**config.mk**
```make
export PLATFORM = sky130hd
export DESIGN_NAME = calc_result_deser_flat
export DESIGN_NICKNAME = d
export VERILOG_FILES = /design/src/rtl/calc_pkg.sv /design/src/rtl/calc_result_deser_if.sv /design/src/rtl/calc_rx_fifo.sv /design/src/rtl/calc_result_deser.sv /design/src/flat_wrapper.sv
export SDC_FILE = /design/constraint.sdc
export NUM_CORES = 1
export LEC_CHECK = 0
export CORE_MARGIN = 2
export CORE_UTILIZATION = 55
export CTS_BUF_LIST = sky130_fd_sc_hd__clkbuf_4 sky130_fd_sc_hd__clkbuf_8
export CTS_CLUSTER_SIZE = 10
export DETAILED_ROUTE_END_ITERATION = 8
export PLACE_DENSITY_LB_ADDON = 0.2
export SYNTH_ARGS = -nofsm -noshare
export SYNTH_HDL_FRONTEND = slang
export SYNTH_SLANG_ARGS = --single-unit
```
**constraint.sdc**
```tcl
create_clock -name Clk -period 4 [get_ports Clk]
set_input_delay 0.6 -clock Clk [delete_from_list [all_inputs] [get_ports Clk]]
set_output_delay 0.6 -clock Clk [all_outputs]
set_load 0.05 [all_outputs]
```
**src/rtl/calc_pkg.sv**
```systemverilog
`default_nettype none
// +--------------------------------------------------------------------------+
// | calc_pkg: shared defaults and FSM state type for calc_result_deser       |
// | Rev 1.0                                                                  |
// +--------------------------------------------------------------------------+
package calc_pkg;

  localparam int DEF_SBITI  = 4;
  localparam int DEF_WORD   = 32;
  localparam int DEF_DEPTH  = 4;
  localparam int DEF_CHUNKS = DEF_WORD / DEF_SBITI;

  typedef enum logic [0:0] {
    IDLE = 1'b0,
    RECV = 1'b1
  } deser_state_t;

endpackage
`default_nettype wire

```
**src/rtl/calc_result_deser_if.sv**
```systemverilog
`default_nettype none
// +--------------------------------------------------------------------------+
// | calc_result_deser_if: serial result port plus FWFT read port             |
// | Rev 1.0                                                                  |
// +--------------------------------------------------------------------------+
interface calc_result_deser_if #(
  parameter int SBITI = 4,
  parameter int WORD  = 32
);

  logic             ClkTx;
  logic             DoutValid;
  logic [SBITI-1:0] DataOut;
  logic             RdEn;
  logic             RdValid;
  logic [WORD-1:0]  RdData;

  modport master (
    output ClkTx, DoutValid, DataOut, RdEn,
    input  RdValid, RdData
  );

  modport slave (
    input  ClkTx, DoutValid, DataOut, RdEn,
    output RdValid, RdData
  );

endinterface
`default_nettype wire

```
**src/rtl/calc_rx_fifo.sv**
```systemverilog
`default_nettype none
// +--------------------------------------------------------------------------+
// | calc_rx_fifo: synchronous first-word-fall-through FIFO, WORD x DEPTH     |
// | Rev 1.0                                                                  |
// +--------------------------------------------------------------------------+
module calc_rx_fifo #(
  parameter int WORD  = 32,
  parameter int DEPTH = 4
) (
  input  wire logic                     clk,
  input  wire logic                     rst_n,
  input  wire logic                     push,
  input  wire logic [WORD-1:0]          push_data,
  input  wire logic                     pop,
  output logic      [WORD-1:0]          head_data,
  output logic                          full,
  output logic                          empty,
  output logic      [$clog2(DEPTH):0]   count
);

  localparam int AW = $clog2(DEPTH);

  logic [WORD-1:0] mem [DEPTH];
  logic [AW-1:0]   wr_ptr;
  logic [AW-1:0]   rd_ptr;
  logic            do_push;
  logic            do_pop;

  assign full  = (count == (AW+1)'(DEPTH));
  assign empty = (count == '0);

  // A full FIFO still accepts a word when the head leaves on the same edge.
  assign do_pop  = pop & ~empty;
  assign do_push = push & (~full | do_pop);

  assign head_data = empty ? '0 : mem[rd_ptr];

  always_ff @(posedge clk) begin
    if (do_push) begin
      mem[wr_ptr] <= push_data;
    end
  end

  always_ff @(posedge clk or negedge rst_n) begin
    if (!rst_n) begin
      wr_ptr <= '0;
      rd_ptr <= '0;
      count  <= '0;
    end else begin
      if (do_push) wr_ptr <= wr_ptr + 1'b1;
      if (do_pop)  rd_ptr <= rd_ptr + 1'b1;
      case ({do_push, do_pop})
        2'b10:   count <= count + 1'b1;
        2'b01:   count <= count - 1'b1;
        default: count <= count;
      endcase
    end
  end

endmodule
`default_nettype wire

```
**src/rtl/calc_result_deser.sv**
```systemverilog
`default_nettype none
// +--------------------------------------------------------------------------+
// | calc_result_deser: reassembles serial result chunks into words + FIFO    |
// | Rev 1.0                                                                  |
// +--------------------------------------------------------------------------+
module calc_result_deser
  import calc_pkg::*;
#(
  parameter int SBITI = DEF_SBITI,
  parameter int WORD  = DEF_WORD,
  parameter int DEPTH = DEF_DEPTH
) (
  input  wire logic                   Clk,
  input  wire logic                   Reset,
  input  wire logic                   ClrErr,
  calc_result_deser_if.slave          bus,
  output logic [$clog2(DEPTH):0]      Count,
  output logic                        Overflow,
  output logic                        FrameErr
);

  localparam int CHUNKS = WORD / SBITI;
  localparam int CNT_W  = (CHUNKS > 1) ? $clog2(CHUNKS) : 1;
  localparam logic [CNT_W-1:0] LAST_CHUNK = CNT_W'(CHUNKS - 1);

  deser_state_t     state, state_nxt;
  logic [CNT_W-1:0] cnt, cnt_nxt;
  logic [WORD-1:0]  sr, sr_nxt;
  logic [WORD-1:0]  shifted;
  logic             clktx_q;
  logic             tick;
  logic             push;
  logic             frame_err_set;
  logic             overflow_set;
  logic             pop_req;
  logic             fifo_full;
  logic             fifo_empty;

  assign tick    = bus.ClkTx & ~clktx_q & bus.DoutValid;
  assign shifted = (sr << SBITI) | WORD'(bus.DataOut);
  assign pop_req = bus.RdEn & ~fifo_empty;

  always_ff @(posedge Clk or negedge Reset) begin
    if (!Reset) begin
      state   <= IDLE;
      cnt     <= '0;
      sr      <= '0;
      clktx_q <= 1'b0;
    end else begin
      state   <= state_nxt;
      cnt     <= cnt_nxt;
      sr      <= sr_nxt;
      clktx_q <= bus.ClkTx;
    end
  end

  // cnt is always zero in IDLE, so a tick is handled identically in both states.
  always_comb begin
    state_nxt     = state;
    cnt_nxt       = cnt;
    sr_nxt        = sr;
    push          = 1'b0;
    frame_err_set = 1'b0;
    if (tick) begin
      sr_nxt    = shifted;
      state_nxt = RECV;
      if (cnt == LAST_CHUNK) begin
        push    = 1'b1;
        cnt_nxt = '0;
      end else begin
        cnt_nxt = cnt + 1'b1;
      end
    end else if (state == RECV && !bus.DoutValid) begin
      frame_err_set = (cnt != '0);
      cnt_nxt       = '0;
      state_nxt     = IDLE;
    end
  end

  assign overflow_set = push & fifo_full & ~pop_req;

  always_ff @(posedge Clk or negedge Reset) begin
    if (!Reset) begin
      Overflow <= 1'b0;
      FrameErr <= 1'b0;
    end else begin
      Overflow <= overflow_set  | (Overflow & ~ClrErr);
      FrameErr <= frame_err_set | (FrameErr & ~ClrErr);
    end
  end

  calc_rx_fifo #(
    .WORD  (WORD),
    .DEPTH (DEPTH)
  ) u_fifo (
    .clk       (Clk),
    .rst_n     (Reset),
    .push      (push),
    .push_data (shifted),
    .pop       (pop_req),
    .head_data (bus.RdData),
    .full      (fifo_full),
    .empty     (fifo_empty),
    .count     (Count)
  );

  assign bus.RdValid = ~fifo_empty;

endmodule
`default_nettype wire

```
**src/flat_wrapper.sv**
```systemverilog
// flat-port wrapper written by rule: the top's interface ports become plain ports
module calc_result_deser_flat import calc_pkg::*;
#(
  parameter int SBITI = DEF_SBITI,
  parameter int WORD  = DEF_WORD,
  parameter int DEPTH = DEF_DEPTH
)
  (Clk, Reset, ClrErr, Count, Overflow, FrameErr, bus_ClkTx, bus_DoutValid, bus_DataOut, bus_RdEn, bus_RdValid, bus_RdData);
  calc_result_deser_if #(.SBITI(SBITI), .WORD(WORD)) bus_i ();
  input  wire logic Clk;
  input  wire logic Reset;
  input  wire logic ClrErr;
  output logic [$clog2(DEPTH):0] Count;
  output logic Overflow;
  output logic FrameErr;
  input wire logic [$bits(bus_i.ClkTx)-1:0] bus_ClkTx;
  input wire logic [$bits(bus_i.DoutValid)-1:0] bus_DoutValid;
  input wire logic [$bits(bus_i.DataOut)-1:0] bus_DataOut;
  input wire logic [$bits(bus_i.RdEn)-1:0] bus_RdEn;
  output wire logic [$bits(bus_i.RdValid)-1:0] bus_RdValid;
  output wire logic [$bits(bus_i.RdData)-1:0] bus_RdData;
  assign bus_i.ClkTx = bus_ClkTx;
  assign bus_i.DoutValid = bus_DoutValid;
  assign bus_i.DataOut = bus_DataOut;
  assign bus_i.RdEn = bus_RdEn;
  assign bus_RdValid = bus_i.RdValid;
  assign bus_RdData = bus_i.RdData;
  calc_result_deser #(.SBITI(SBITI), .WORD(WORD), .DEPTH(DEPTH)) u_core (.Clk(Clk), .Reset(Reset), .ClrErr(ClrErr), .bus(bus_i), .Count(Count), .Overflow(Overflow), .FrameErr(FrameErr));
endmodule
```
# After elaboration in Yosys (flattened, before gate mapping)
# Memories as Yosys holds them, arrays and structs flattened.
# Cells that the tools add are included.
# Widths: inputs -> output; s select.
# word_totals
register_bits	42
ramBits	128
inputBits	10
out_inout_bits	38
mem_count	1
# mem_list
name	depth	word_bits	read_ports	rd_ports_with_merged_regs	wr	line_no	rtl
u_core.u_fifo.mem	4	32	1	0	1	calc_rx_fifo.sv:23	logic [WORD-1:0] mem [DEPTH];
# classes
n_addsub	5
eq_ne	4
mux	13
bitwise_logic	18
n_reduce_logical	6
# ops
cell	n
$mux 32	1
$or 32x4->32	1
$and 1x1->1	9
$mux 3	3
$mux 1	8
$add 3x1->3 const B	2
$eq 3x3->1 const B	2
$pmux 3 s2	1
$not 1->1	5
$add 2x1->2 const B	2
$reduce_bool 2->1	2
$logic_not 3->1	1
$or 1x1->1	3
$reduce_bool 3->1	1
$sub 3x1->3 const B	1
$eq 2x1->1 const B	1
$eq 2x2->1 const B	1
$logic_and 1x1->1	1
$logic_not 1->1	1

# Longest topological paths before layout
# depth
ltp_word	8
mapped_depth	9
ltp_nobuf	8

# By module
# A second synthesis with hierarchy kept.
# hier_totals
cells_unflattened	348
area_unflattened_um2	6835.3
# by_module_without_submodules
mod	n_inst	cells_each	area_per_inst_um2	seq_area_each_um2
calc_rx_fifo	1	256	5350.1	4018.9
calc_result_deser	1	92	1485.2	875.8

# Worst setup path before layout
# No wires, ideal clock.
# synth_timing
path_kind	reg-to-reg
start	register u_core.u_fifo.count[2]
end	register u_core.u_fifo.count[2]
t_arrival_ns	2.588
required_time_ns	3.874
slack_ns	1.286
path_stages_with_launch	8
path_buffers	2
cell_sequence	dfrtp_1 or3_1 buf_2 buf_2 nand3_1 fa_1 or3_1 a311o_1
# synth_via
elab_chain_len	8
word_cells_on_any_way	14
# synth_rtl
item	line_no	rtl
from (decl)	calc_rx_fifo.sv:18	output logic [$clog2(DEPTH):0] count
from (signal assigned)	calc_rx_fifo.sv:53	2'b10: count <= count + 1'b1;
from (signal assigned)	calc_rx_fifo.sv:54	2'b01: count <= count - 1'b1;
from (signal assigned)	calc_rx_fifo.sv:55	default: count <= count;
$logic_not 3->1 (*)	calc_rx_fifo.sv:30	assign empty = (count == '0);
$not 1->1 (*)	n/a	
via bus_RdValid	flat_wrapper.sv:20	output wire logic [$bits(bus_i.RdValid)-1:0] bus_RdValid;
$and 1x1->1	calc_result_deser.sv:41	assign pop_req = bus.RdEn & ~fifo_empty;
$and 1x1->1 (*)	calc_rx_fifo.sv:33	assign do_pop = pop & ~empty;
$or 1x1->1	calc_rx_fifo.sv:34	assign do_push = push & (~full | do_pop);
$and 1x1->1	calc_rx_fifo.sv:34	
$eq 2x1->1 / $eq 2x2->1 (equally long branches)	calc_rx_fifo.sv:52	case ({do_push, do_pop})
$pmux 3 s2 / $reduce_bool 2->1 (equally long branches)	n/a	
# Mark *: on every way through the listed nets, which the timed path passes. The rest lies on a longest branch.
# A chain may end at the register's enable or synchronous reset.

# Worst setup path after layout
# layout_timing
start	register u_core.u_fifo.rd_ptr[0]
end	output bus_RdData[6]
# layout_via
elab_chain_len	2
# layout_rtl
item	line_no	rtl
from (decl)	calc_rx_fifo.sv:25	logic [AW-1:0] rd_ptr;
from (signal assigned)	calc_rx_fifo.sv:51	if (do_pop) rd_ptr <= rd_ptr + 1'b1;
$mem_v2 4x32	n/a	
$mux 32	calc_rx_fifo.sv:36	assign head_data = empty ? '0 : mem[rd_ptr];
to (decl)	flat_wrapper.sv:21	output wire logic [$bits(bus_i.RdData)-1:0] bus_RdData;
# Every way passes these cells.

==> metrics.log <==
[metrics] worst clock skew: 0.009026 ns
[metrics] total negative slack for setup checks: 0 ns
[metrics] overflow left after global routing: 0
[metrics] Max-Cap Viols: 0
[metrics] weighted congestion at the end of routability-driven global placement: 0.6927
[metrics] initial antenna violation count: 0
[metrics] cell types with the largest area share after synthesis: sky130_fd_sc_hd__edfxtp_1 (57%), sky130_fd_sc_hd__dfrtp_1 (16%), sky130_fd_sc_hd__mux4_2 (9.4%), sky130_fd_sc_hd__mux2_2 (4.7%), sky130_fd_sc_hd__and2_1 (3.3%)
[metrics] post-synthesis cell type with the largest combined area: sky130_fd_sc_hd__edfxtp_1
[metrics] fraction of post-synthesis cell area in the top cell type by area: 0.5709
[metrics] total core area: 11960 µm²
[metrics] Filler Cells Inserted: 833
[metrics] starting density of the core: 0.5629
[metrics] Die Height: 114.6 µm
[metrics] RR Endpoint: u_core.u_fifo.count[2]$_DFFE_PN0P_
[metrics] buffers from clock root to sink, at most: 2
[metrics] drt wl/cell: 19.90 µm
[metrics] P_leak: 2.716 nW
[metrics] cell area after technology mapping: 6733 µm²
[metrics] unique cell type count in the Yosys netlist: 33
[metrics] remaining antenna violation count: 0
[metrics] synth cell count leaders: sky130_fd_sc_hd__edfxtp_1 (128), sky130_fd_sc_hd__dfrtp_1 (42), sky130_fd_sc_hd__and2_1 (36)
[metrics] min-delay worst type: in2async
[metrics] Reg2Reg Setup Slack: 1.27 ns
[metrics] number of core rows: 40
[metrics] max incr delay on CP: 0.77 ns
[metrics] VDD IR max: 397.3 µV
[metrics] share of the yosys chip area belonging to registers: 0.7270
[metrics] Relative slew margins: 0.5916
[metrics] maximum number of pins on one net before global-route repair: 35
[metrics] count of antenna diodes in the layout: 0
[metrics] die width: 114.6 µm
[metrics] critical path data arrival time: 2.88 ns
[metrics] Detailed Route Iter0 Violations: 147
[metrics] number of warning messages in the yosys log: 0
[metrics] number of top-level pins: 48
[metrics] worst-path cell chain: buf_4 > mux4_2 > and2_1 > clkdlybuf4s50_1
[metrics] Reg2Reg Depth: 7
[metrics] overall fraction of global-route tracks in use: 0.1932
[metrics] slowest cell on the critical path: sky130_fd_sc_hd__dfrtp_2
[metrics] detailed-route DRC error count: 0
[metrics] Critical Path Fanout Max: 18
[metrics] CTS tree: yes
[metrics] power density over the cells: 757.7 nW/µm²
[metrics] total length of routed wires: 11.22 mm
[metrics] via total after detailed routing: 3189
[metrics] Primary FF master, synth: sky130_fd_sc_hd__edfxtp_1
[metrics] synthesized instance count: 344
[metrics] floorplan die area: 13140 µm²
[metrics] total half-perimeter wirelength after legalization and detailed placement: 6.594 mm
[metrics] Cells after DPL: 532
[metrics] number of synthesized flops with an enable pin: 128
[metrics] number of detailed-route iterations in the first pass: 4
[metrics] final number of setup-violating endpoints: 0
[metrics] number of I/O port buffers: 47
[metrics] root buffer cell: sky130_fd_sc_hd__clkbuf_8
[metrics] Tmin final: 3.482 ns
[metrics] ratio of cells with drive above 1 in the final layout: 0.2422
[metrics] most frequent cell after synthesis: sky130_fd_sc_hd__edfxtp_1
[metrics] clock tree sinks: 170
[metrics] launching point of the worst reg2reg path: u_core.cnt[0]$_DFFE_PN0P_
[metrics] via count of the first global-routing pass: 3396
[metrics] Achievable Freq: 0.2872 GHz
[metrics] number of max-slew violations in the final report: 0
[metrics] Post-CTS Setup Inserts: 0
[metrics] later-pin clock latency in the skew report: 0.45 ns
[metrics] count of H-tree levels built during CTS: 4
[metrics] number of vias per cell after detailed routing: 5.654
[metrics] post-synthesis to final-layout area growth: 14.66%
[metrics] number of nets in the final layout: 422
[metrics] required arrival time at the worst endpoint: 3.40 ns
[metrics] proportion of register bits with asynchronous set or reset after synthesis: 0.2471
[metrics] number of register bits inferred by synthesis: 170
[metrics] Final Hold Violating Endpoints: 0
[metrics] Tcrit/Tclk final: 0.8705
[metrics] number of CTS-inserted buffers: 17
[metrics] CP endpoint kind: primary output
[metrics] CTS resizes: 0
[metrics] Final Instance Count excl. Fillers: 564
[metrics] setup repair after global routing missed its margin: false
[metrics] Synthesized Nets: 362
[metrics] global-route wire length before repair: 18.33 mm
[metrics] status: finished clean
[metrics] critical path start-end classification: reg2out
[metrics] syn_area_per_cell: 19.57 µm²
[metrics] clock-pin slew of the registers on the worst-case setup and hold paths: 0.08 ns
[metrics] launching element type of the critical path: flip-flop
[metrics] transition time of the tightest slew-check pin: 0.6126 ns
[metrics] number of hold buffers added after cts: 0
worst max-delay path, delay by kind of cell (launching register included):
kind	cells	cell delay, ns
multiplexers	1	0.51
flip-flops	1	0.77
AND/OR/NAND/NOR	1	0.18
buffers and inverters	2	0.97
per-layer routing:
metal / global-route usage / routed length [µm] / vias to the layer above
li1: - / - / 1445
met5: 0 / 0 / -
met1: 0.2547 / 4887 / 1653
met2: 0.3120 / 5802 / 81
met4: 0.08374 / 106 / 0
met3: 0.04447 / 426 / 10
placed cells by master, fill, tap and decap left out, drive strengths merged:
cell           instances
clkinv                 4
o22ai                  2
mux2i                  1
xnor2                  5
o31ai                  1
nand2                  6
nand3                  7
o21a                   1
a21oi                  1
ha                     7
o221ai                 2
clkinvlp               5
dfrtp                 42
o21ai                  4
nor2b                  2
nand2b                 1
buf                   12
edfxtp               128
mux2                  28
inv                   14
mux4                  32
clkdlybuf4s50         46
nor2                   1
nand4b                 2
or3                    2
nor4                   1
bufinv                 1
and2                  36
a31oi                  1
a21boi                 1
clkbuf                19
a311o                  1
fa                     1
flip-flops by register name (all words and copies together) (netlist names):
register	count
u_core.FrameErr	1
u_core.Overflow	1
u_core.clktx_q	1
u_core.cnt	3
u_core.sr	28
u_core.state	1
u_core.u_fifo.count	3
u_core.u_fifo.mem	128
u_core.u_fifo.rd_ptr	2
u_core.u_fifo.wr_ptr	2
area by class of cell:
type                       count  area (µm²)  share of cell area
sequential                   170        4896              0.6342
multi-input combinational    146        1663              0.2154
timing repair buffer          58       560.5             0.07261
clock buffer                  19       255.2             0.03306
tap                          147       183.9             0.02382
clock inverter                13       120.1             0.01556
inverter                      11       41.29            0.005348
cells by family (layout without fill, tap and decap cells):
logic type,count (synthesis),after routing,share of synthesized area
AO/OA/AOI/OAI,14,14,0.01617
XOR/XNOR,5,5,0.006504
adder cells (fa/ha/maj),8,8,0.01598
buffers and inverters,28,101,0.02602
flip-flops,170,170,0.7270
multiplexers,61,61,0.1576
AND/OR/NAND/NOR,58,58,0.05073
where the power goes:
part           leakage [nW]  internal [W]  total, W  switching (W)
clock network         0.176      0.000518   0.00112       0.000602
registers              1.67       0.00219   0.00247       0.000274
logic                 0.866      0.000947   0.00226        0.00131
total                  2.72       0.00366   0.00585        0.00219
per-stage QoR:
stage          cell area [µm²]  setup slack [ns]    util  power (W)  hold WS (ns)
5_1_grt                   7720            0.3424  0.6454   0.006138        0.1538
4_1_cts                   7720            0.4106  0.6454   0.005928        0.1149
6_report                  7720            0.5181  0.6454   0.005850        0.1349
3_5_place_dp              7345            0.9278  0.6140   0.004808        0.5026
2_1_floorplan             6733             1.286       -   0.004130        0.3044
3_3_place_gp              7345            0.9231  0.6140   0.004780        0.4790
worst max path at each step:
stage                                         from  depth (start not counted)                                 end
2_1_floorplan   u_core.u_fifo.count[2]$_DFFE_PN0P_                          7  u_core.u_fifo.count[2]$_DFFE_PN0P_
3_3_place_gp   u_core.u_fifo.rd_ptr[0]$_DFFE_PN0P_                          4                       bus_RdData[6]
3_5_place_dp   u_core.u_fifo.rd_ptr[0]$_DFFE_PN0P_                          4                       bus_RdData[6]
4_1_cts        u_core.u_fifo.rd_ptr[0]$_DFFE_PN0P_                          4                       bus_RdData[6]
5_1_grt        u_core.u_fifo.rd_ptr[0]$_DFFE_PN0P_                          4                       bus_RdData[6]
6_report       u_core.u_fifo.rd_ptr[0]$_DFFE_PN0P_                          4                       bus_RdData[6]
No activity file was read; power rests on OpenSTA's default activity.
